<file path="src/rtl/present_ti_pkg.sv">
// PRESENT 3-share TI S-box layer: shared types and constants.
// Reference S-box is for checking models only.
package present_ti_pkg;

   localparam int DEF_NIBBLES = 16;
   localparam int DEF_STATE_W = 4 * DEF_NIBBLES;

   typedef enum logic [1:0] {
      IDLE  = 2'd0,
      FEED  = 2'd1,
      DRAIN = 2'd2
   } seq_state_t;

   function automatic logic [3:0] present_sbox(input logic [3:0] x);
      logic [3:0] y;
      y = 4'h0;
      unique case (x)
         4'h0: y = 4'hC;
         4'h1: y = 4'h5;
         4'h2: y = 4'h6;
         4'h3: y = 4'hB;
         4'h4: y = 4'h9;
         4'h5: y = 4'h0;
         4'h6: y = 4'hA;
         4'h7: y = 4'hD;
         4'h8: y = 4'h3;
         4'h9: y = 4'hE;
         4'hA: y = 4'hF;
         4'hB: y = 4'h8;
         4'hC: y = 4'h4;
         4'hD: y = 4'h7;
         4'hE: y = 4'h1;
         4'hF: y = 4'h2;
         default: y = 4'h0;
      endcase
      return y;
   endfunction

endpackage

</file>
<file path="src/rtl/ti_nibble_shreg.sv">
// One share register: parallel load, or shift right by one
// nibble with a new nibble inserted at the top.
module ti_nibble_shreg #(
   parameter int W = 64
) (
   input  logic         clk,
   input  logic         rst,
   input  logic         load,
   input  logic         shift,
   input  logic [W-1:0] d,
   input  logic [3:0]   ins,
   output logic [W-1:0] q
);

   // Load wins over shift; reset clears the share.
   always_ff @(posedge clk) begin
      if (rst) begin
         q <= '0;
      end else if (load) begin
         q <= d;
      end else if (shift) begin
         q <= {ins, q[W-1:4]};
      end
   end

endmodule

</file>
<file path="src/rtl/present_ti_sbox_layer_seq.sv">
// Nibble-serial sequencer around an external 3-share TI S-box.
// Shares stay separate end to end; none are ever recombined.
module present_ti_sbox_layer_seq
   import present_ti_pkg::*;
#(
   parameter int NIBBLES = present_ti_pkg::DEF_NIBBLES,
   parameter int STATE_W = 4 * NIBBLES
) (
   input  logic               clk,
   input  logic               rst,
   input  logic               start,
   input  logic [STATE_W-1:0] st_in1,
   input  logic [STATE_W-1:0] st_in2,
   input  logic [STATE_W-1:0] st_in3,
   input  logic [STATE_W-1:0] rk_in1,
   input  logic [STATE_W-1:0] rk_in2,
   input  logic [STATE_W-1:0] rk_in3,
   output logic               busy,
   output logic               done,
   output logic [STATE_W-1:0] st_out1,
   output logic [STATE_W-1:0] st_out2,
   output logic [STATE_W-1:0] st_out3,
   output logic [3:0]         sbox_in1,
   output logic [3:0]         sbox_in2,
   output logic [3:0]         sbox_in3,
   output logic               sbox_en,
   input  logic [3:0]         sbox_share1,
   input  logic [3:0]         sbox_share2,
   input  logic [3:0]         sbox_share3
);

   localparam int CW = $clog2(NIBBLES);
   localparam logic [CW-1:0] LAST = CW'(NIBBLES - 1);

   seq_state_t state_q;
   seq_state_t state_d;
   logic [CW-1:0] cnt_q;
   logic [CW-1:0] cnt_d;

   logic load;
   logic feed;
   logic cap;

   logic [STATE_W-1:0] ld_val  [3];
   logic [STATE_W-1:0] in_q    [3];
   logic [STATE_W-1:0] out_q   [3];
   logic [3:0]         cap_nib [3];

   // Next-state and counter logic for the IDLE/FEED/DRAIN walk.
   always_comb begin
      state_d = state_q;
      cnt_d   = cnt_q;
      unique case (state_q)
         IDLE: begin
            if (start) begin
               state_d = FEED;
               cnt_d   = '0;
            end
         end
         FEED: begin
            cnt_d = cnt_q + 1'b1;
            if (cnt_q == LAST) begin
               state_d = DRAIN;
            end
         end
         DRAIN: begin
            state_d = IDLE;
            cnt_d   = '0;
         end
         default: begin
            state_d = IDLE;
            cnt_d   = '0;
         end
      endcase
   end

   // State, counter and registered status outputs.
   always_ff @(posedge clk) begin
      if (rst) begin
         state_q <= IDLE;
         cnt_q   <= '0;
         busy    <= 1'b0;
         done    <= 1'b0;
         sbox_en <= 1'b0;
      end else begin
         state_q <= state_d;
         cnt_q   <= cnt_d;
         busy    <= (state_d != IDLE);
         sbox_en <= (state_d == FEED);
         done    <= (state_q == DRAIN);
      end
   end

   // Core output lags its input by one cycle, so the first
   // FEED edge has nothing valid to capture yet.
   assign load = (state_q == IDLE) && start;
   assign feed = (state_q == FEED);
   assign cap  = (feed && (cnt_q != '0)) || (state_q == DRAIN);

   assign ld_val[0] = st_in1 ^ rk_in1;
   assign ld_val[1] = st_in2 ^ rk_in2;
   assign ld_val[2] = st_in3 ^ rk_in3;

   assign cap_nib[0] = sbox_share1;
   assign cap_nib[1] = sbox_share2;
   assign cap_nib[2] = sbox_share3;

   for (genvar i = 0; i < 3; i++) begin : g_share
      ti_nibble_shreg #(
         .W(STATE_W)
      ) u_in (
         .clk  (clk),
         .rst  (rst),
         .load (load),
         .shift(feed),
         .d    (ld_val[i]),
         .ins  (4'h0),
         .q    (in_q[i])
      );

      ti_nibble_shreg #(
         .W(STATE_W)
      ) u_out (
         .clk  (clk),
         .rst  (rst),
         .load (1'b0),
         .shift(cap),
         .d    ({STATE_W{1'b0}}),
         .ins  (cap_nib[i]),
         .q    (out_q[i])
      );
   end

   assign sbox_in1 = in_q[0][3:0];
   assign sbox_in2 = in_q[1][3:0];
   assign sbox_in3 = in_q[2][3:0];

   assign st_out1 = out_q[0];
   assign st_out2 = out_q[1];
   assign st_out3 = out_q[2];

endmodule

</file>
<file path="config.mk">
export PLATFORM = sky130hd
export DESIGN_NAME = present_ti_sbox_layer_seq
export DESIGN_NICKNAME = d
export VERILOG_FILES = /design/src/rtl/present_ti_pkg.sv /design/src/rtl/ti_nibble_shreg.sv /design/src/rtl/present_ti_sbox_layer_seq.sv
export SDC_FILE = /design/constraint.sdc
export NUM_CORES = 1
export LEC_CHECK = 0
export BUFFER_PORTS_ARGS = -buffer_cell sky130_fd_sc_hd__buf_2
export CORE_AREA = 3 3 233 235
export CTS_BUF_LIST = sky130_fd_sc_hd__clkbuf_8
export DETAILED_ROUTE_END_ITERATION = 7
export DIE_AREA = 0 0 236 238
export PLACE_DENSITY = 0.58
export SETUP_SLACK_MARGIN = 0.02
export SYNTH_ARGS = -nofsm -noshare
export SYNTH_HDL_FRONTEND = slang
export SYNTH_SLANG_ARGS = --single-unit
</file>
<file path="constraint.sdc">
create_clock -name clk -period 1.7 [get_ports clk]
set_clock_uncertainty 0.15 [all_clocks]
set_input_delay 0.255 -clock clk [delete_from_list [all_inputs] [get_ports clk]]
set_output_delay 0.255 -clock clk [all_outputs]
set_load 0.005 [all_outputs]
</file>
Yosys cells after proc, flatten, opt, wreduce, memory -nomap -nowiden
Index checks and enable logic that the tools add are counted.
{"block": "op_classes", "div": 0, "reduce_logical": 7, "addsub": 1, "n_bitwise": 3, "mul": 0, "n_shift": 0, "order_cmp": 0, "eq_ne": 5, "n_mux": 11}
{"operator": "two-way mux 64 bit", "count": 6}
{"operator": "XOR 64 bit", "count": 3}
{"operator": "case mux 4 bit (2 select lines)", "count": 1}
{"operator": "adder 4 x 1 -> 4 bit, second input constant", "count": 1}
{"operator": "equality test 2 x 1 -> 1 bit, second input constant", "count": 2}
{"operator": "equality test 4 bit, second input constant", "count": 1}
{"operator": "two-way mux 2 bit", "count": 2}
{"operator": "two-way mux 4 bit", "count": 1}
{"operator": "case mux 2 bit (2 select lines)", "count": 1}
{"operator": "nonzero test 2 bit", "count": 2}
{"operator": "nonzero test 4 bit", "count": 1}
{"operator": "equality test 2 bit, second input constant", "count": 1}
{"operator": "logical AND 1 bit", "count": 2}
{"operator": "logical NOT 2 bit", "count": 1}
{"operator": "inequality test 2 bit, second input constant", "count": 1}
{"operator": "logical OR 1 bit", "count": 1}
{"block": "totals", "mem_count": 0, "regBits": 393, "latchBits": 0, "ram_bits": 0, "elab_cells": 38, "rom_bits": 0, "in_bits": 399, "out_inout_bits": 207}

Depth between registers and ports, before layout
Gate-level depths: netlist of run 1.
{"block": "logic_depth", "word_depth": 4, "mapped_depth": 7, "depth_no_buf": 5}

Cells and area by module
Synthesis of run 1 repeated with hierarchy kept, for this count alone.
{"block": "hier_totals", "hier_cells": 1940, "hier_area_um2": 20029.2}
{"mod": "ti_nibble_shreg", "instances": 6, "seq_area_each_um2": 1281.2, "area_each_um2": 2991.6, "cells_per_inst": 284}
{"mod": "present_ti_sbox_layer_seq", "instances": 1, "seq_area_each_um2": 180.2, "area_each_um2": 2079.5, "cells_per_inst": 236}

Worst setup path after synthesis of run 1
No wires, ideal clock.
{"block": "synth_path", "kind": "register to register", "from": "register state_q[0]", "to": "register g_share[0].u_in.q[0]", "path_slack_ns": -0.014, "setup_ns": 0.060, "arrival_ns": 1.505, "n_path_buf": 4, "required_time_ns": 1.490, "stages_incl_launch_ff": 8, "synth_period_minus_slack_ns": 1.714, "cell_sequence": "dfxtp_1 buf_6 or4b_4 buf_6 buf_6 buf_6 nor2_1 a221o_1"}
{"block": "synth_via", "elab_chain_cells": 3, "elab_cells_between_ends": 5, "cone_classes": "eq/ne (1); mux (1); reduce/logical (3)"}
{"item": "start: declaration", "line_no": "present_ti_sbox_layer_seq.sv:35", "text": "seq_state_t state_q;"}
{"item": "start signal: assignment", "line_no": "present_ti_sbox_layer_seq.sv:86", "text": "state_q <= state_d;"}
{"item": "logical NOT 2 bit", "line_no": "present_ti_sbox_layer_seq.sv:96", "text": "assign load = (state_q == IDLE) && start;"}
{"item": "logical AND 1 bit", "line_no": "present_ti_sbox_layer_seq.sv:96"}
{"item": "two-way mux 64 bit or nonzero test 2 bit (tied branches)"}
{"item": "end signal: assignment", "line_no": "ti_nibble_shreg.sv:22", "text": "q <= {ins, q[W-1:4]};"}
{"item": "end: declaration", "line_no": "ti_nibble_shreg.sv:12", "text": "output logic [W-1:0] q"}
Several ways; a longest one is shown, not always the timed one.
A chain may end at the register's enable or synchronous reset.

Worst setup path in the final report of run 1
{"block": "layout_path", "from": "register state_q[0]", "to": "register g_share[0].u_in.q[30]"}
Same word-level chain as after synthesis.

==> impl_metrics.py, run 1 <==
metrics = {
    "cts": {
        "cts_tree": "yes",
        "path_clk_slew_ns": 0.06,
        "clock_tree.buffer_depth": 3,
        "cts_root_buf": "clkbuf_8",
        "clkSinkCount": 393,
        "clock_latency_ns": 0.65,
        "h-tree-depth": 3,
        "cts_inserted_buffers": 69,
    },
    "grt": {
        "first_global_vias": 20200,
        "grt_pass1_wl_um": 116000,
        "antenna_found_initial": 4,
        "grt_usage": 0.256,
        "grt_max_degree": 111,
        "gr-total-overflow": 0,
    },
    "yosys": {
        "seq_area_frac_synth": 0.456,
        "synth_cells": 1981,
        "synth.top_cell.area_share": 0.456,
        "syn-num-nets": 2382,
        "avgSynthCellArea_sq_um": 8.70,
        "synth_area_leaders": "dfxtp_1, a221o_1, xnor2_1, a31oi_1, nand3_1",
        "syn-cell-area_sq_um": 17200,
        "ys_warn_count": 0,
        "synth_cell_type_count": 31,
        "synth-seq-cells": 393,
        "yosysTopAreaCell": "dfxtp_1",
    },
    "worst_setup_path": {
        "critPathKind": "register to register",
        "cp_max_fo": 11,
        "slowest_stage": "or4b_4",
        "path_cells": "buf_6, or4b_4, buf_12, buf_16, nor2_1, a221o_1",
        "end_kind": "register",
        "r2r_slack_ns": -0.29,
        "cp_num_buf_inv": 3,
        "required_ns": 2.14,
        "path_depth": 6,
        "crit_arrival_ns": 2.43,
        "r2r.worst_path.cells": 6,
        "timing.rr.end": "g_share[0].u_in.q[30]",
        "crit_path_end": "g_share[0].u_in.q[30]",
        "crit_family": "simple AND/OR/NAND/NOR gates",
        "start_kind": "register",
        "rr_startpoint": "state_q[0]",
        "startpoint": "state_q[0]",
        "critPathMaxStageDelay_ns": 0.60,
    },
    "sta": {
        "period_share": 1.17,
        "drv_slew": 0,
        "hold_viol_final": 0,
        "final.setup.worst_slack_ns": -0.289,
        "setup_viol": 368,
        "rsz0062_at_grt": "true",
        "relSlewSlack": 0.563,
        "fin_crit_ns": 1.99,
        "worstMarginPinSlew_ns": 0.650,
        "max_freq_ghz": 0.503,
    },
    "power_and_ir_drop": {
        "seqPwrFrac": 0.409,
        "power_leakage_nw": 12.0,
        "sw_frac_of_total": 0.288,
        "intPower_mw": 17.2,
        "power_frac_comb": 0.224,
        "irDropWorstVdd_v": 0.000565,
        "p_total_mw": 24.1,
        "clkPwrFrac": 0.367,
        "power.switching_mw": 6.95,
        "power.density_nw_per_um2": 793,
    },
    "floorplanning": {
        "core_area_sq_um": 52400,
        "ios": 606,
        "initial_core_util": 0.329,
        "core.rowCount": 84,
        "die_y_um": 238,
        "die_w_um": 236,
        "fp.dieArea_sq_um": 56200,
    },
    "final_layout": {
        "final_common_cell": "buf_2",
        "fillers": 4131,
        "areaGrowthSynthToFinish_pct": 76.3,
        "nets": 3433,
        "seq_area_sq_um": 7880,
        "fin_cells": 3771,
        "drive_gt1_frac": 0.391,
        "multiInputGateArea_sq_um": 9850,
        "post-route-util": 0.580,
        "fin_area_sq_um": 30400,
        "final_cell_mix": "buf_2, dlygate4sd3_1, dfxtp_1",
    },
    "route": {
        "first_iter_violations": 1996,
        "wl_um": 84600,
        "drcViolationCount": 0,
        "num_vias": 21100,
        "first_pass_iters": 8,
        "antenna_left": 0,
        "wl_per_cell_um": 22.4,
        "viasPerCell": 5.60,
    },
    "run": {
        "drv_cap": 0,
    },
    "placement": {
        "placement.cell_area_sq_um": 21200,
        "place_congestion": 0.943,
        "port_buffers": 605,
        "dpl.hpwl_um": 42100,
        "dp.cells": 3138,
    },
    "hold_path": {
        "min_path_type": "input port to register",
    },
    "status": {
        "failed_checks": "negative setup slack",
        "status": "finished, violations left",
    },
}
repair_timing:
item / CTS / global route
gates resized for setup: 171 / 407
hold buffers: 399 / 0
endpoints found under the setup margin: 377 / 390
setup buffers: 13 / 19
pin swaps: 34 / 153
endpoints found under the hold margin: 212 / 0
gates cloned: 25 / 57
kinds of logic after synthesis:
| group | Yosys count | share of synthesized area |
|---|---|---|
| AO/OA/AOI/OAI | 586 | 0.239 |
| XOR/XNOR | 193 | 0.0981 |
| adder cells (fa/ha/maj) | 2 | 0.00145 |
| buffers and inverters | 211 | 0.0576 |
| flip-flops | 393 | 0.456 |
| multiplexers | 1 | 0.000581 |
| AND/OR/NAND/NOR | 595 | 0.147 |
worst min-delay path, delay by kind of cell:
kind	cells	cell delay (ns)
buffers and inverters	2	0.33
AOI/OAI and AO/OA	1	0.10
and+or+nand+nor	1	0.19
cell type report:
| class | count | area share |
|---|---|---|
| clock inverters | 35 | 0.00782 |
| multi-input cells | 1378 | 0.324 |
| flip-flops and latches | 393 | 0.259 |
| repair buffers | 1187 | 0.343 |
| well taps | 688 | 0.0283 |
| diodes | 6 | 0.000494 |
| inverters | 3 | 0.000370 |
| clock buffers | 81 | 0.0367 |
Yosys cell counts:
| cell | n |
|---|---|
| a2111oi_0 | 1 |
| a21oi_1 | 4 |
| a221o_1 | 180 |
| a22oi_1 | 12 |
| a31oi_1 | 192 |
| a41oi_1 | 1 |
| buf_1 | 23 |
| buf_2 | 47 |
| buf_4 | 12 |
| buf_6 | 13 |
| clkbuf_1 | 113 |
| dfxtp_1 | 393 |
| ha_1 | 2 |
| inv_1 | 3 |
| mux2i_1 | 1 |
| nand2_1 | 192 |
| nand3_1 | 194 |
| nand4_1 | 1 |
| nor2_1 | 194 |
| nor2b_1 | 4 |
| nor3_1 | 3 |
| nor3b_1 | 3 |
| nor4_1 | 1 |
| nor4b_2 | 1 |
| o21a_1 | 2 |
| o21ai_0 | 193 |
| o21bai_1 | 1 |
| or3b_1 | 1 |
| or4b_4 | 1 |
| xnor2_1 | 181 |
| xor2_1 | 12 |
flip-flops by register name (all words and copies together), names as in the netlist:
signal and flops:
state_q 2, done 1, cnt_q 4, busy 1, g_share.u_in.q 192, g_share.u_out.q 192
sbox_en 1
worst min-delay path by stage:
stage,start,end,slack [ns],cells past startpoint
finish,start,busy,0.15,4
detailed placement,g_share[0].u_in.q[1],g_share[0].u_in.q[1],0.31,1
CTS,start,busy,0.11,4
floorplan,sbox_share1[0],g_share[0].u_out.q[60],0.27,2
global placement,g_share[2].u_in.q[62],g_share[2].u_in.q[58],0.31,1
global route,start,busy,0.16,4
per-layer routing:
metal	global-route usage	wire [um]	vias to the layer above
met5	0	0	-
met3	0.0756	7840	300
met1	0.300	31100	10200
met4	0.126	4530	0
met2	0.428	41200	1258
li1	-	-	9385
through the flow:
| stage | setup slack [ns] | TNS, ns | hold slack (ns) |
|---|---|---|---|
| 4_1_cts | -0.165 | -35.17 | 0.105 |
| 5_1_grt | -0.335 | -65.17 | 0.158 |
| 2_1_floorplan | 0.00398 | 0 | 0.267 |
| 3_5_place_dp | -0.293 | -55.10 | 0.312 |
| 3_3_place_gp | -0.267 | -46.82 | 0.314 |
| 6_report | -0.289 | -41.96 | 0.148 |
power groups by stage:
| stage | clock network, mW | registers [mW] | logic (mW) |
|---|---|---|---|
| floorplan | 0 | 9.93 | 1.48 |
| global placement | 0 | 10.0 | 2.65 |
| detailed placement | 0 | 10.0 | 2.67 |
| CTS | 8.95 | 9.81 | 4.14 |
| global route | 9.42 | 9.87 | 5.62 |
| finish | 8.85 | 9.85 | 5.39 |
Note: power is estimated with default switching activity, not from simulation.
==> inputs of run 2 (changes only) <==
CELL_PAD_IN_SITES_DETAIL_PLACEMENT = 1   (was unset)
CELL_PAD_IN_SITES_GLOBAL_PLACEMENT = 2   (was unset)
CORE_AREA = unset   (was 3 3 233 235)
CORE_MARGIN = 3   (was unset)
CORE_UTILIZATION = 27   (was unset)
DIE_AREA = unset   (was 0 0 236 238)
PLACE_DENSITY = 0.79   (was 0.58)
==> run 2 against run 1 <==
The flow still finishes with violations (negative setup slack). Via count is 0.86% lower. Setup slack worse by 0.45 ns. Clock power up 6.8%. Cell count increased by 2.8%. Count of clock-buffer cells in the layout is 8 higher. Die area rose by 19%. Register-to-register slack better by 0.03 ns. Non-clock buffer count decreased by 72. Sequential power is 0.4% higher. Power grew 0.40%. Highest routed layer is now met5.
==> impl_metrics.py, run 2 (synthesis results as in run 1) <==
metrics = {
    "status": {
        "status": "finished, violations left",
        "failed_checks": "negative setup slack",
    },
    "cts": {
        "path_clk_slew_ns": 0.07,
        "cts_inserted_buffers": 72,
        "clock_tree.buffer_depth": 3,
        "cts_root_buf": "clkbuf_8",
        "h-tree-depth": 3,
        "clock_latency_ns": 0.64,
        "clkSinkCount": 393,
        "cts_tree": "yes",
    },
    "floorplanning": {
        "die_w_um": 259,
        "fp.dieArea_sq_um": 66900,
        "initial_core_util": 0.276,
        "die_y_um": 259,
        "ios": 606,
        "core_area_sq_um": 62400,
        "core.rowCount": 91,
    },
    "power_and_ir_drop": {
        "power_frac_comb": 0.201,
        "sw_frac_of_total": 0.292,
        "p_total_mw": 24.2,
        "irDropWorstVdd_v": 0.000471,
        "power.switching_mw": 7.06,
        "clkPwrFrac": 0.391,
        "intPower_mw": 17.1,
        "power.density_nw_per_um2": 841,
        "power_leakage_nw": 11.4,
        "seqPwrFrac": 0.409,
    },
    "placement": {
        "place_congestion": 0.812,
        "port_buffers": 605,
        "dpl.hpwl_um": 49400,
        "placement.cell_area_sq_um": 21400,
    },
    "sta": {
        "rsz0062_at_grt": "true",
        "relSlewSlack": 0.149,
        "max_freq_ghz": 0.410,
        "drv_slew": 0,
        "worstMarginPinSlew_ns": 1.27,
        "hold_viol_final": 0,
        "period_share": 1.44,
        "setup_viol": 362,
        "fin_crit_ns": 2.44,
        "holdWs_ns": 0.0922,
        "final.setup.worst_slack_ns": -0.742,
    },
    "route": {
        "num_vias": 20900,
        "drcViolationCount": 0,
        "first_pass_iters": 5,
        "wl_um": 97700,
        "first_iter_violations": 1539,
        "wl_per_cell_um": 25.2,
        "viasPerCell": 5.40,
        "antenna_left": 0,
    },
    "final_layout": {
        "areaGrowthSynthToFinish_pct": 66.9,
        "drive_gt1_frac": 0.325,
        "final_cell_mix": "buf_2, dlygate4sd3_1, dfxtp_1",
        "final_common_cell": "buf_2",
        "nets": 3364,
        "fin_area_sq_um": 28800,
        "largestRegisters": "g_share.u_in.q: 192 flops, g_share.u_out.q: 192 flops, cnt_q: 4 flops",
        "post-route-util": 0.461,
    },
    "worst_setup_path": {
        "start_kind": "input port",
        "crit_arrival_ns": 2.84,
        "end_kind": "register",
        "critPathKind": "input port to register",
        "cp_max_fo": 1,
        "required_ns": 2.10,
    },
    "hold_path": {
        "min_path_type": "input port to register",
    },
    "grt": {
        "gr-total-overflow": 0,
        "first_global_vias": 22200,
        "antenna_found_initial": 23,
        "grt_usage": 0.255,
        "grt_max_degree": 119,
        "grt_pass1_wl_um": 134000,
    },
    "run": {
        "drv_cap": 0,
    },
}
-- run 2: area by class of cell --
class | count | area (sq um)
fill | 7217 | 33600
multi-input combinational | 1378 | 9220
timing repair buffer | 1115 | 9100
sequential | 393 | 7880
clock buffer | 89 | 1220
tap | 837 | 1050
clock inverter | 37 | 230
antenna | 25 | 62.6
inverter | 3 | 11.3
-- run 2: per-layer routing --
metal / global-route usage / wire length (um)
met5: 0 / 80
met4: 0.141 / 5910
met3: 0.0690 / 8180
met2: 0.449 / 48200
met1: 0.277 / 35300
-- run 2: what timing repair did --
action                                 in CTS  in global routing
pin swaps                                  29                 25
hold buffers                              396                  1
gates cloned                               19                 17
setup buffers                               5                  5
setup endpoints to repair                 387                433
resized for setup                         102                136
endpoints found under the hold margin     209                  1
-- run 2: path summary, 6_finish.rpt --
path | from | endpoint | slack [ns] | cells past startpoint
worst max register to register | state_q[0] | g_share[0].u_in.q[20] | -0.26 | 5
worst min register to register | g_share[1].u_out.q[7] | g_share[1].u_out.q[3] | 0.34 | 2
worst max-delay path | st_in1[13] | g_share[0].u_in.q[13] | -0.74 | 6
worst min-delay path | rst | g_share[0].u_in.q[63] | 0.09 | 4
-- run 2: critical path: stages --
cell and delay [ns]:
dlygate4sd3_1 0.54, buf_2 0.13, xnor2_1 0.90, dlygate4sd3_1 0.68, nor2_1 0.07, a221o_1 0.27
-- run 2: power by group through the flow --
| stage | logic, mW | clock network (mW) | registers (mW) |
|---|---|---|---|
| after floorplan | 1.48 | 0 | 9.93 |
| after global placement | 2.70 | 0 | 10.0 |
| after detailed placement | 2.72 | 0 | 10.0 |
| after CTS | 4.21 | 9.48 | 9.82 |
| after global routing | 5.09 | 10.1 | 9.91 |
| final | 4.85 | 9.45 | 9.89 |
-- run 2: metrics by stage --
stage | instances | setup TNS, ns | setup WS [ns]
5_1_grt | 3876 | -46.58 | -0.755
2_1_floorplan | 1981 | 0 | 0.00398
3_3_place_gp | 3284 | -17.61 | -0.114
3_5_place_dp | 3284 | -25.13 | -0.134
4_1_cts | 3830 | -21.54 | -0.116
6_report | 3877 | -28.54 | -0.742
==> inputs of run 3 (changes only) <==
==> constraint.sdc (replaced) <==
create_clock -name clk -period 1.7 [get_ports clk]
set_clock_uncertainty 0.15 [all_clocks]
set_input_delay 0.085 -clock clk [delete_from_list [all_inputs] [get_ports clk]]
set_output_delay 0.085 -clock clk [all_outputs]
set_load 0.005 [all_outputs]
==> run 3 against run 2 <==
The flow still finishes with violations (negative setup slack). Combinational power is 9.1% higher. Sequential cell count stayed put. Non-clock buffer count is 20 higher. Power is 4.3% higher. Critical path type unchanged.
==> impl_metrics.py, run 3 (synthesis results as in run 1) <==
metrics = {
    "status": {
        "status": "finished, violations left",
        "failed_checks": "negative setup slack",
    },
    "placement": {
        "dpl.hpwl_um": 49100,
        "pre_cts_ws_ns": -0.181,
        "port_buffers": 605,
        "placement.cell_area_sq_um": 21400,
        "place_congestion": 0.815,
    },
    "worst_setup_path": {
        "r2r.worst_path.cells": 7,
        "path_depth": 6,
        "start_kind": "input port",
        "r2r_slack_ns": -0.26,
        "path_cells": "dlygate4sd3_1, buf_2, xnor2_1, dlygate4sd3_1, nor2_2, a221o_1",
        "timing.rr.end": "g_share[0].u_in.q[4]",
        "crit_arrival_ns": 2.35,
        "cp_max_fo": 1,
        "cp_common_cell": "dlygate4sd3_1",
        "crit_path_end": "g_share[0].u_in.q[1]",
        "startpoint": "st_in1[1]",
        "critPathKind": "input port to register",
        "cp_num_buf_inv": 3,
        "crit_family": "buffers and inverters",
        "critPathMaxStageDelay_ns": 0.69,
        "required_ns": 2.08,
        "end_kind": "register",
        "slowest_stage": "dlygate4sd3_1",
        "rr_startpoint": "state_q[0]",
    },
    "sta": {
        "worstMarginPinSlew_ns": 0.700,
        "relSlewSlack": 0.534,
        "fin_crit_ns": 1.97,
        "period_share": 1.16,
        "holdWs_ns": 0.117,
        "drv_slew": 0,
        "setup_viol": 372,
        "hold_viol_final": 0,
        "final.setup.worst_slack_ns": -0.267,
        "rsz0062_at_grt": "true",
        "max_freq_ghz": 0.508,
    },
    "floorplanning": {
        "die_w_um": 259,
        "ios": 606,
        "die_y_um": 259,
        "initial_core_util": 0.276,
        "core.rowCount": 91,
        "core_area_sq_um": 62400,
        "fp.dieArea_sq_um": 66900,
    },
    "grt": {
        "grt_max_degree": 119,
        "grt_pass1_wl_um": 138000,
        "antenna_found_initial": 20,
        "grt_usage": 0.263,
        "gr-total-overflow": 0,
        "first_global_vias": 22600,
    },
    "cts": {
        "cts_root_buf": "clkbuf_8",
        "h-tree-depth": 3,
        "cts_inserted_buffers": 72,
        "clock_tree.buffer_depth": 3,
        "clock_latency_ns": 0.66,
        "clkSinkCount": 393,
        "cts_tree": "yes",
        "path_clk_slew_ns": 0.07,
    },
    "route": {
        "antenna_left": 0,
        "first_pass_iters": 5,
        "wl_um": 99100,
        "drcViolationCount": 0,
        "first_iter_violations": 1365,
        "viasPerCell": 5.46,
        "num_vias": 21300,
        "wl_per_cell_um": 25.5,
    },
    "power_and_ir_drop": {
        "power_leakage_nw": 11.6,
        "p_total_mw": 25.2,
        "clkPwrFrac": 0.399,
        "irDropWorstVdd_v": 0.000430,
        "sw_frac_of_total": 0.295,
        "power_frac_comb": 0.209,
        "power.density_nw_per_um2": 841,
        "seqPwrFrac": 0.392,
        "power.switching_mw": 7.46,
        "intPower_mw": 17.8,
    },
    "final_layout": {
        "final_common_cell": "buf_2",
        "fin_area_sq_um": 30000,
        "drive_gt1_frac": 0.394,
        "areaGrowthSynthToFinish_pct": 74.2,
        "fillers": 7093,
        "largestRegisters": "g_share.u_in.q: 192 flops, g_share.u_out.q: 192 flops, cnt_q: 4 flops",
        "final_cell_mix": "buf_2, dlygate4sd3_1, dfxtp_1",
        "nets": 3383,
    },
    "hold_path": {
        "min_path_type": "input port to register",
    },
    "run": {
        "drv_cap": 0,
    },
}
[run 3: repair_timing]
item | CTS | global route
endpoints found under the setup margin | 372 | 372
hold endpoints to repair | 274 | 0
buffers inserted | 14 | 4
pin swaps | 66 | 80
gates cloned | 26 | 20
resized for setup | 253 | 220
hold buffers | 398 | 0
[run 3: final cells by class]
type | count | area [sq um] | area share
inverter | 3 | 11.3 | 0.000375
sequential | 393 | 7870 | 0.262
clock buffer | 94 | 1290 | 0.0431
antenna | 20 | 50.0 | 0.00167
timing repair buffer | 1135 | 9560 | 0.318
multi-input combinational | 1377 | 9920 | 0.330
clock inverter | 36 | 267 | 0.00888
tap | 837 | 1050 | 0.0349
[run 3: power by group through the flow]
stage	clock network [mW]	registers, mW	logic (mW)
6_report	10.1	9.89	5.29
5_1_grt	10.7	9.91	5.51
4_1_cts	10.0	9.82	4.52
3_5_place_dp	0	10.0	2.73
3_3_place_gp	0	10.0	2.71
2_1_floorplan	0	9.93	1.48
[run 3: how the worst min path moves through the flow]
stage,start,endpoint,slack [ns],depth (start not counted)
2_1_floorplan,sbox_share1[0],g_share[0].u_out.q[60],0.1,2
3_3_place_gp,sbox_share2[1],g_share[1].u_out.q[61],0.21,3
3_5_place_dp,sbox_share2[1],g_share[1].u_out.q[61],0.22,3
4_1_cts,sbox_share2[1],g_share[1].u_out.q[61],0.05,4
5_1_grt,sbox_share1[3],g_share[0].u_out.q[63],0.09,4
6_report,sbox_share1[3],g_share[0].u_out.q[63],0.12,4
[run 3: tightest hold or removal path: stages]
cell	delay, ns
dlygate4sd3_1	0.53
buf_2	0.13
nand2_1	0.05
a31oi_1	0.07
[run 3: stage by stage]
stage / TNS (ns) / instances / utilization
finish: -48.36 / 3895 / 0.481
global route: -64.10 / 3893 / 0.481
detailed placement: -39.87 / 3284 / 0.343
CTS: -36.08 / 3851 / 0.460
floorplan: 0 / 1981 / -
global placement: -26.30 / 3284 / 0.343
[run 3: per-layer routing]
metal | up-vias | routed length [um] | GRT usage
met1 | 10600 | 36900 | 0.292
li1 | 9259 | - | -
met3 | 362 | 6840 | 0.0627
met4 | 4 | 5640 | 0.137
met2 | 1003 | 49800 | 0.467
met5 | - | 23 | 0
